File: src/rtl/floppy_spi_host.sv
// floppy_spi_host
//   SD-card SPI host for the floppy emulation subsystem. The floppy CPU
//   drives the SD pins through a small register file. Supported
//   operations are single-byte transfers (a data write) and FILL-byte
//   read bursts (a control write with the start bit set). Received bytes
//   are queued in a receive FIFO that the CPU drains by reading the data
//   register. SPI mode 0, MSB first, with a selectable slow or fast SCK.
//
// Ports
//   clk, reset_n       system clock, asynchronous active-low reset
//   addr[1:0]          0 data, 1 control/status, 2 count low, 3 count high
//   wr, rd             one-cycle write / read strobes (rd of addr 0 pops)
//   idata[7:0]         write data
//   odata[7:0]         read data, combinational mux of addr
//   busy               engine active (WAIT, SHIFT or PUSH)
//   sd_clk, sd_cs_n    SPI SCK and active-low card select
//   sd_mosi, sd_miso   SPI data out / in (sd_miso already synchronised)
module floppy_spi_host #(
  parameter int unsigned DIV_SLOW   = 64,
  parameter int unsigned DIV_FAST   = 2,
  parameter int unsigned CNT_W      = 10,
  parameter int unsigned FIFO_DEPTH = 4,
  parameter logic [7:0]  FILL       = 8'hFF
) (
  input  logic       clk,
  input  logic       reset_n,
  input  logic [1:0] addr,
  input  logic       wr,
  input  logic       rd,
  input  logic [7:0] idata,
  output logic [7:0] odata,
  output logic       busy,
  output logic       sd_clk,
  output logic       sd_cs_n,
  output logic       sd_mosi,
  input  logic       sd_miso
);

  localparam int unsigned PTR_W   = (FIFO_DEPTH > 1) ? $clog2(FIFO_DEPTH) : 1;
  localparam int unsigned DIV_MAX = (DIV_SLOW > DIV_FAST) ? DIV_SLOW : DIV_FAST;
  localparam int unsigned DIV_W   = (DIV_MAX > 1) ? $clog2(DIV_MAX) : 1;

  localparam logic [DIV_W-1:0] RELOAD_SLOW = DIV_W'(DIV_SLOW - 1);
  localparam logic [DIV_W-1:0] RELOAD_FAST = DIV_W'(DIV_FAST - 1);
  localparam logic [PTR_W:0]   LVL_FULL    = (PTR_W + 1)'(FIFO_DEPTH);

  typedef enum logic [1:0] {
    S_IDLE,
    S_WAIT,
    S_SHIFT,
    S_PUSH
  } state_t;

  state_t             state;
  logic [7:0]         tx_byte;
  logic [6:0]         tx_sh;       // bits still to be driven after the current one
  logic [7:0]         rx_sh;
  logic               burst;
  logic               abort_pend;
  logic               fast;
  logic               overflow;
  logic [CNT_W-1:0]   count;
  logic [DIV_W-1:0]   div_reload;
  logic [DIV_W-1:0]   div_cnt;
  logic [3:0]         half_cnt;

  // Receive FIFO
  logic [7:0]         mem [FIFO_DEPTH];
  logic [PTR_W-1:0]   wptr;
  logic [PTR_W-1:0]   rptr;
  logic [PTR_W:0]     level;
  logic               fifo_empty;
  logic               fifo_full;
  logic               push;
  logic               pop;

  // Bus decode
  logic               wr_data;
  logic               wr_ctrl;
  logic               wr_lo;
  logic               wr_hi;
  logic               rd_data;
  logic               rd_stat;
  logic               abort_req;
  logic               last_byte;
  logic [7:0]         tx_load;
  logic [7:0]         status;
  logic [15:0]        cnt_ext;

  assign wr_data   = wr && (addr == 2'd0);
  assign wr_ctrl   = wr && (addr == 2'd1);
  assign wr_lo     = wr && (addr == 2'd2);
  assign wr_hi     = wr && (addr == 2'd3);
  assign rd_data   = rd && (addr == 2'd0);
  assign rd_stat   = rd && (addr == 2'd1);

  assign busy      = (state != S_IDLE);
  assign abort_req = wr_ctrl && idata[3] && busy;

  assign fifo_empty = (level == '0);
  assign fifo_full  = (level == LVL_FULL);
  assign push       = (state == S_PUSH);
  assign pop        = rd_data && !fifo_empty;

  assign tx_load   = burst ? FILL : tx_byte;
  // An abort written during PUSH itself is honoured on this byte boundary.
  assign last_byte = !burst || (count == CNT_W'(1)) || abort_pend || abort_req;

  assign cnt_ext   = 16'(count);
  assign status    = {2'b00, overflow, ~sd_cs_n, fast, fifo_full, ~fifo_empty, busy};

  always_comb begin
    odata = 8'hFF;
    case (addr)
      2'd0:    odata = fifo_empty ? 8'hFF : mem[rptr];
      2'd1:    odata = status;
      2'd2:    odata = cnt_ext[7:0];
      default: odata = cnt_ext[15:8];
    endcase
  end

  // FIFO storage: no reset needed, validity is tracked by level.
  always_ff @(posedge clk) begin
    if (push) mem[wptr] <= rx_sh;
  end

  always_ff @(posedge clk or negedge reset_n) begin
    if (!reset_n) begin
      wptr  <= '0;
      rptr  <= '0;
      level <= '0;
    end else begin
      if (push) wptr <= wptr + 1'b1;
      if (pop)  rptr <= rptr + 1'b1;
      case ({push, pop})
        2'b10:   level <= level + 1'b1;
        2'b01:   level <= level - 1'b1;
        default: level <= level;
      endcase
    end
  end

  always_ff @(posedge clk or negedge reset_n) begin
    if (!reset_n) begin
      state      <= S_IDLE;
      sd_clk     <= 1'b0;
      sd_cs_n    <= 1'b1;
      sd_mosi    <= 1'b1;
      tx_byte    <= '0;
      tx_sh      <= '0;
      rx_sh      <= '0;
      burst      <= 1'b0;
      abort_pend <= 1'b0;
      fast       <= 1'b0;
      overflow   <= 1'b0;
      count      <= '0;
      div_reload <= '0;
      div_cnt    <= '0;
      half_cnt   <= '0;
    end else begin
      if (rd_stat)   overflow   <= 1'b0;
      if (abort_req) abort_pend <= 1'b1;

      case (state)
        S_IDLE: begin
          sd_clk     <= 1'b0;
          sd_mosi    <= 1'b1;
          abort_pend <= 1'b0;
          if (wr_data) begin
            if (fifo_full) begin
              overflow <= 1'b1;
            end else begin
              tx_byte <= idata;
              burst   <= 1'b0;
              state   <= S_WAIT;
            end
          end
          if (wr_ctrl) begin
            sd_cs_n <= ~idata[0];
            fast    <= idata[1];
            if (idata[2] && (count != '0)) begin
              burst <= 1'b1;
              state <= S_WAIT;
            end
          end
          if (wr_lo) count[7:0] <= idata;
          if (wr_hi) count      <= CNT_W'({idata, count[7:0]});
        end

        S_WAIT: begin
          sd_clk <= 1'b0;
          if (!fifo_full) begin
            state      <= S_SHIFT;
            sd_mosi    <= tx_load[7];
            tx_sh      <= tx_load[6:0];
            div_reload <= fast ? RELOAD_FAST : RELOAD_SLOW;
            div_cnt    <= fast ? RELOAD_FAST : RELOAD_SLOW;
            half_cnt   <= '0;
          end
        end

        S_SHIFT: begin
          if (div_cnt == '0) begin
            div_cnt  <= div_reload;
            sd_clk   <= ~sd_clk;
            half_cnt <= half_cnt + 4'd1;
            if (!sd_clk) begin
              rx_sh <= {rx_sh[6:0], sd_miso};
            end else begin
              sd_mosi <= tx_sh[6];
              tx_sh   <= {tx_sh[5:0], 1'b0};
            end
            if (half_cnt == 4'd15) state <= S_PUSH;
          end else begin
            div_cnt <= div_cnt - 1'b1;
          end
        end

        S_PUSH: begin
          if (burst) count <= count - 1'b1;
          if (last_byte) begin
            state      <= S_IDLE;
            sd_mosi    <= 1'b1;
            abort_pend <= 1'b0;
          end else begin
            state <= S_WAIT;
          end
        end

        default: state <= S_IDLE;
      endcase
    end
  end

endmodule
File: config.mk
export PLATFORM = sky130hd
export DESIGN_NAME = floppy_spi_host
export DESIGN_NICKNAME = d
export VERILOG_FILES = /design/src/rtl/floppy_spi_host.sv
export SDC_FILE = /design/constraint.sdc
export NUM_CORES = 1
export LEC_CHECK = 0
export CAP_MARGIN = 20
export CORE_ASPECT_RATIO = 0.7
export CORE_MARGIN = 2
export CORE_UTILIZATION = 64
export DETAILED_ROUTE_END_ITERATION = 7
export GPL_ROUTABILITY_DRIVEN = 1
export PLACE_DENSITY = 0.95
export SLEW_MARGIN = 5
export SYNTH_ARGS = -nofsm -noshare
export SYNTH_HDL_FRONTEND = slang
export SYNTH_SLANG_ARGS = --single-unit
File: constraint.sdc
create_clock -name clk -period 3.1 [get_ports clk]
set_input_delay 0.465 -clock clk [delete_from_list [all_inputs] [get_ports clk]]
set_output_delay 0.465 -clock clk [all_outputs]
set_load 0.01 [all_outputs]
==> results of run 1 <==
metal layers:
metal	up-vias	wire length, µm	part of all wire
li1	1546	-	-
met1	1722	4600	0.40
met2	265	5050	0.44
met3	70	1250	0.11
met4	0	615	0.053
met5	-	0	0
cell type report:
| type | instances | area, µm² | area share |
|---|---|---|---|
| timing repair buffer | 37 | 338 | 0.0645 |
| sequential | 93 | 2490 | 0.476 |
| clock inverter | 6 | 40.0 | 0.00764 |
| multi-input combinational | 272 | 2040 | 0.389 |
| inverter | 22 | 82.6 | 0.0158 |
| clock buffer | 10 | 128 | 0.0244 |
| tap | 98 | 123 | 0.0234 |
critical path: stages (launching register included):
cell and delay, ns:
dfrtp_1 0.44, nor3_1 0.27, or2_2 0.28, o22ai_1 0.13, o21ai_0 0.29, clkdlybuf4s50_1 0.61
registers in the layout, summed over array words and instances, names as in the netlist, 3 cells and up:
name	flops
div_cnt	6
level	3
count	10
mem	32
rx_sh	8
tx_byte	8
half_cnt	4
tx_sh	7
stage by stage:
stage	instance area, µm²	util	total power [mW]
after floorplan	4700	-	3.37
after global placement	5070	0.705	3.85
after detailed placement	5070	0.705	3.99
after CTS	5240	0.728	4.72
after global routing	5240	0.729	5.05
final	5240	0.729	4.77
path summary, 6_finish.rpt:
check,from,end,cells past startpoint
setup / recovery,level[1]$_DFFE_PN0P_,odata[2],5
hold / removal,reset_n,div_cnt[4]$_DFFE_PN0P_,1
setup reg to reg,state[1]$_DFFE_PN0P_,tx_sh[3]$_DFFE_PN0P_,6
hold reg to reg,tx_sh[5]$_DFFE_PN0P_,tx_sh[5]$_DFFE_PN0P_,1
max in group asynchronous,reset_n,sd_mosi$_DFFE_PN1P_,2
min in group clk,tx_sh[5]$_DFFE_PN0P_,tx_sh[5]$_DFFE_PN0P_,1
synth_stat cells, types with 3 or more instances:
master and n:
edfxtp_1 32, mux2i_1 4, or4_1 3, o21ai_0 29, mux4_2 8, a31oi_1 9
or2_2 5, clkbuf_1 16, ha_1 16, mux2_2 10, o31ai_1 3, a22oi_1 3
a21o_1 6, buf_2 3, nand2b_1 4, and2_1 4, o22a_1 4, nand2_1 29
mux2_4 8, o22ai_1 8, xor2_1 5, nor2_1 31, a32oi_1 5, inv_1 20
dfrtp_1 59, nand3_1 12, nor3_1 4, mux2_1 6, a21oi_1 15
where the power goes:
part	switching (mW)	leakage, nW	internal (mW)
clock network	0.422	0.0864	0.291
registers	0.443	1.03	1.65
logic	1.09	0.988	0.876
cells by family (layout without fill, tap and decap cells):
group | after synthesis | in the layout
AO/OA/AOI/OAI | 99 | 99
XOR/XNOR | 7 | 7
adder cells (fa/ha/maj) | 17 | 17
buffers and inverters | 43 | 75
flip-flops | 93 | 93
multiplexers | 36 | 36
AND/OR/NAND/NOR | 113 | 113
repair_timing:
action / 4_1_cts / 5_1_grt
hold endpoints to repair: 0 / 0
gates resized for setup: 0 / 1
setup endpoints to repair: 0 / 2
hold buffers: 0 / 0
==> reports/metrics.cfg, run 1 <==
[sta]
period_minus_slack_ns=2.86
fin_tns_setup_ns=0
finalSetupViolCount=0
rsz0062_at_grt=no
maxSlewViolCount=0
worst_slack_ns=0.236
period_share=0.924
hold_viol=0
tightest_slew_ns=0.707
whs_ns=0.0524
skew_ns=0.0108
relSlewSlack=0.528
fmax_ghz=0.349

[synth]
synth_area_leader_cell=dfrtp_1
ys_seq_elements=93
synth_top_area_frac=0.314
synth_area_leaders=dfrtp_1 31%, edfxtp_1 20%, ha_1 4.3%
synth-async-reset-ratio=0.656
synth_compound_area_frac=0.137
yosys.area_share.simple=0.126
synth-seq-area-share=0.530
synthFlopType=dfrtp_1
synthXorXnorAreaFrac=0.0130
synth_edf_count=32
synth_top_family_by_area=compound AO/OA/AOI/OAI gates
synth.area.mux_share=0.111
synth_warnings=0
syn_area_mm2=0.00470
synthCells=408
synth-adder-area-share=0.0469
avgSynthCellArea_um2=11.5
ys_types=65
syn_nets=440

[cells_and_area]
nNetsFinal=467
synthToLayoutAreaGrowth_pct=11.5
drive_gt1_frac=0.155
final_cell_mix=58 x dfrtp_1, 32 x edfxtp_1, 31 x nor2_1
diodes=0
fin_cells=538
final_common_cell=dfrtp_1
fillerInstances=459

[route]
drtPass1Iterations=6
drtAntennaViolNets=0
totalWireLength_um=11500
wl_per_cell_um=21.4
vias=3603
drt_drc_violations_left=0
viasPerCell=6.70
drt-initial-drc-count=499

[clock_network]
clkTransAtPathRegs_ns=0.09
cts_root_buffer=clkbuf_8
numCtsBuffers=9
clock-sinks=93
insertion_delay_ns=0.37
htreeDepth=3
cts_tree=yes
post_cts_buffers=0
clockBufferDepth=2

[floorplanning]
fp.dieH_um=75.7
die-width_um=106
rows=26
die-area_mm2=0.00805
initial_utilization=0.653
ios=27
core_area_mm2=0.00719

[power]
p_leak_nw=2.11
power_density_mw_per_mm2=911
irDropWorstVdd_uv=494

[global_route]
use_met1=0.407
grt_max_degree=28
grt_pass1_wl_um=18000
track_usage=0.304
grt-ovfl-total=0
antenna_found_initial=0
grt-busiest-layer=met2
grt_pass1_vias=3411
gr-usage-met2=0.464
met3_usage=0.0838

[status]
outcome=finished clean

[setup_path]
cp_max_fo=9
r2r_slack_ns=0.68
arrival_ns=2.40
end_kind=output pin
path_class=reg2out
crit_required_ns=2.63
cp-start-kind=flop

[placed_design]
place_hpwl_um=7850
dp_cells=522
place_ws_ns=0.308
io_buffer_count=26
gp_congestion=0.913

[job]
drv_cap=0

[hold_path]
hp-class=in2async

No activity file was read; power rests on OpenSTA's default activity.
==> inputs of run 2 (changes only) <==
Settings changed: ABC_CLOCK_PERIOD_IN_PS from default to 3400.
Clock period 3.1 ns to 3.4 ns, I/O delays scaled along.
==> run 2 against run 1 <==
Effect of this change: flip-flop and latch count did not move; critical path type is now in2out; critical endpoint unchanged; sequential power decreased by 8%; critical path depth did not move; clock-buffer cell count up 3; first-iteration DRC count is 19% lower; routed wire length decreased by 3.7%; highest routed layer unchanged; worst hold slack better by 0.23 ns.
==> reports/metrics.cfg, run 2 (synthesized netlist as in run 1, its figures left out) <==
[status]
outcome=finished clean

[power]
power_density_mw_per_mm2=851
irDropWorstVdd_uv=428
p_leak_nw=2.09

[sta]
rsz0062_at_grt=no
period_share=0.910
relSlewSlack=0.373
fin_tns_setup_ns=0
skew_ns=0.00821
fmax_ghz=0.323
maxSlewViolCount=0
finalSetupViolCount=0
period_minus_slack_ns=3.10
tightest_slew_ns=0.940
hold_viol=0

[global_route]
track_usage=0.297
grt-ovfl-total=0
grt_max_degree=41
grt_pass1_vias=3370
antenna_found_initial=0
grt_pass1_wl_um=17700

[setup_path]
cp-start-kind=primary input
critPathTopFamily=buffers and inverters
cp_max_fo=11
path_cells=clkdlybuf4s50_1 > nor2b_1 > nand2_1 > o21ai_0 > clkdlybuf4s50_1
slowest_stage=clkdlybuf4s50_1
end_kind=output pin
path_class=in2out
cpMostUsedCell=clkdlybuf4s50_1
crit_buf_inv=2
cpPeakStageDelay_ns=0.62
crit_required_ns=2.89
arrival_ns=2.59

[clock_network]
cts_root_buffer=clkbuf_8
cts_tree=yes
insertion_delay_ns=0.36
holdBufCountCts=0
clock-sinks=93
cts-resized-gates=0
post_cts_buffers=0
clockBufferDepth=2
numCtsBuffers=9
htreeDepth=3
clkTransAtPathRegs_ns=0.09

[cells_and_area]
synthToLayoutAreaGrowth_pct=11.2
final_common_cell=dfrtp_1
top_regs=mem: 32 flops, count: 10 flops
nNetsFinal=462
fin_cells=533
final_cell_mix=59 x dfrtp_1, 32 x edfxtp_1, 31 x nor2_1
largest_register=mem
largest_register_ffs=32
drive_gt1_frac=0.138
diodes=0

[route]
drt_drc_violations_left=0
drtPass1Iterations=5
drt-initial-drc-count=403
drtAntennaViolNets=0
vias=3513
wl_per_cell_um=20.8
viasPerCell=6.59
totalWireLength_um=11100

[floorplanning]
core_area_mm2=0.00719
ios=27
die-width_um=106
initial_utilization=0.653
fp.dieH_um=75.7
die-area_mm2=0.00805
rows=26

[placed_design]
io_buffer_count=26
gp_congestion=0.949
dp_cells=517
place_hpwl_um=7810

[job]
drv_cap=0

[hold_path]
hp-class=in2async

==> run 2: worst paths after layout <==
path | startpoint | to | slack (ns) | depth (start not counted)
max in group asynchronous | reset_n | burst$_DFFE_PN0N_ | 2.25 | 2
max | addr[1] | odata[2] | 0.30 | 5
min reg2reg | div_reload[0]$_DFFE_PN0P_ | div_reload[0]$_DFFE_PN0P_ | 0.48 | 1
min | reset_n | div_cnt[2]$_DFFE_PN0P_ | 0.28 | 1
min in group clk | div_reload[0]$_DFFE_PN0P_ | div_reload[0]$_DFFE_PN0P_ | 0.48 | 1
max reg2reg | state[1]$_DFFE_PN0P_ | level[1]$_DFFE_PN0P_ | 0.73 | 6
==> run 2: report_power, final <==
part | switching, mW | internal [mW] | leakage [nW] | total (mW)
Combinational | 0.992 | 0.794 | 0.963 | 1.79
Clock | 0.379 | 0.365 | 0.0986 | 0.744
Sequential | 0.413 | 1.50 | 1.03 | 1.92
Total | 1.78 | 2.66 | 2.09 | 4.45
==> run 2: final cells by class <==
type	instances	area [µm²]
well taps	98	123
fillers	457	1960
repair buffers	32	300
clock buffers	13	149
clock inverters	3	45.0
inverters	22	82.6
flip-flops and latches	93	2490
multi-input cells	272	2040
==> run 2: routing by layer <==
layer | vias to the layer above | global-route usage | part of all wire
li1 | 1539 | - | -
met1 | 1686 | 0.399 | 0.41
met2 | 237 | 0.457 | 0.44
met3 | 51 | 0.101 | 0.12
met4 | 0 | 0.117 | 0.037
met5 | - | 0 | 0
==> run 2: through the flow <==
step | total power [mW] | setup WS [ns] | hold slack [ns] | cell area, µm² | utilization
6_report | 4.45 | 0.305 | 0.282 | 5230 | 0.727
5_1_grt | 4.70 | 0.262 | 0.344 | 5230 | 0.727
4_1_cts | 4.41 | 0.384 | 0.305 | 5230 | 0.727
3_5_place_dp | 3.65 | 0.412 | 0.463 | 5030 | 0.700
3_3_place_gp | 3.50 | 0.418 | 0.458 | 5030 | 0.700
2_1_floorplan | 3.07 | 1.08 | 0.214 | 4700 | -
==> inputs of run 3 (changes only) <==
Settings changed: CELL_PAD_IN_SITES_DETAIL_PLACEMENT from default to 1, CELL_PAD_IN_SITES_GLOBAL_PLACEMENT from default to 1, CORE_UTILIZATION 64 to 52, SLEW_MARGIN 5 to 0.
==> run 3 against run 2 <==
Effect of this change: utilization shrank 10 points; clock skew grew 0.0019 ns; routed wire length grew 25%; final area grew 3.4%; critical path depth is the same; clock-buffer cell count shrank 2; power grew 11%; first-iteration DRC count shrank 11%.
==> reports/metrics.cfg, run 3 (synthesized netlist as in run 1, its figures left out) <==
[route]
drt_drc_violations_left=0
viasPerCell=6.57
totalWireLength_um=13900
vias=3657
wl_per_cell_um=24.9
drtPass1Iterations=5
drtAntennaViolNets=0
drt-initial-drc-count=360

[placed_design]
placed_area_mm2=0.00507
place_ws_ns=0.275
io_buffer_count=26
place_hpwl_um=9300
dp_cells=541
gp_congestion=0.848

[global_route]
grt_pass1_vias=3881
grt_max_degree=33
grt_pass1_wl_um=22000
grt-ovfl-total=0
antenna_found_initial=0
track_usage=0.294

[floorplanning]
rows=28
ios=27
die-area_mm2=0.00982
fp.dieH_um=83.5
initial_utilization=0.545
core_area_mm2=0.00862
die-width_um=118

[cells_and_area]
fin_cells=557
final_common_cell=dfrtp_1
drive_gt1_frac=0.142
final_area_mm2=0.00541
seq_area_mm2=0.00249
diodes=0
multi_input_area_mm2=0.00204
fillerInstances=903
largest_register_ffs=32
top_regs=mem: 32 flops, count: 10 flops
nNetsFinal=464
final_core_util=0.627
final_cell_mix=59 x dfrtp_1, 32 x edfxtp_1, 31 x nor2_1
largest_register=mem
synthToLayoutAreaGrowth_pct=15.0

[clock_network]
clkTransAtPathRegs_ns=0.06
clock-sinks=93
post_cts_buffers=0
holdBufCountCts=0
cts-resized-gates=0
numCtsBuffers=9
clockBufferDepth=2
insertion_delay_ns=0.35
cts_root_buffer=clkbuf_16
htreeDepth=3
cts_tree=yes

[setup_path]
path_class=in2out
cp_max_fo=11
arrival_ns=2.76
end_kind=output pin
cp-start-kind=primary input
cpMostUsedCell=clkdlybuf4s50_1
critPathTopFamily=buffers and inverters
cpPeakStageDelay_ns=0.71
slowest_stage=clkdlybuf4s50_1
crit_buf_inv=2
crit_required_ns=2.89
path_cells=clkdlybuf4s50_1 > nor2b_1 > nand2_1 > o21ai_0 > clkdlybuf4s50_1

[sta]
rsz0062_at_grt=no
skew_ns=0.0101
fin_tns_setup_ns=0
relSlewSlack=0.386
finalSetupViolCount=0
period_minus_slack_ns=3.27
worst_slack_ns=0.133
whs_ns=0.0387
fmax_ghz=0.306
hold_viol=0
maxSlewViolCount=0
period_share=0.961
tightest_slew_ns=0.916

[power]
p_leak_nw=2.17
irDropWorstVdd_uv=549
power_density_mw_per_mm2=917
power_mw=4.96

[job]
drv_cap=0

[status]
outcome=finished clean

[hold_path]
hp-class=in2async

run 3: layer usage:
metal / vias up / part of all wire / global-route usage
li1: 1555 / - / -
met1: 1851 / 0.41 / 0.384
met2: 209 / 0.48 / 0.479
met3: 42 / 0.084 / 0.0724
met4: 0 / 0.025 / 0.106
met5: - / 0 / 0
run 3: path summary, 6_finish.rpt:
kind / slack, ns / from / depth (start not counted) / to
setup / recovery: 0.13 / addr[1] / 5 / odata[2]
hold / removal: 0.04 / reset_n / 1 / tx_sh[4]$_DFFE_PN0P_
setup reg to reg: 0.86 / state[0]$_DFFE_PN0P_ / 5 / tx_byte[2]$_DFFE_PN0P_
hold reg to reg: 0.49 / div_reload[0]$_DFFE_PN0P_ / 1 / div_reload[0]$_DFFE_PN0P_
max in group asynchronous: 2.58 / reset_n / 2 / sd_mosi$_DFFE_PN1P_
min in group clk: 0.49 / div_reload[0]$_DFFE_PN0P_ / 1 / div_reload[0]$_DFFE_PN0P_
run 3: area by class of cell:
| class | instances | area share |
|---|---|---|
| Clock buffer | 11 | 0.0431 |
| Clock inverter | 5 | 0.0183 |
| Inverter | 22 | 0.0153 |
| Multi-Input combinational cell | 272 | 0.377 |
| Sequential cell | 93 | 0.461 |
| Tap cell | 120 | 0.0278 |
| Timing Repair Buffer | 34 | 0.0583 |
run 3: where the power goes:
part	leakage (nW)	switching (mW)	internal, mW
Combinational	0.973	1.08	0.799
Sequential	1.03	0.434	1.50
Clock	0.161	0.422	0.715
Total	2.17	1.94	3.02
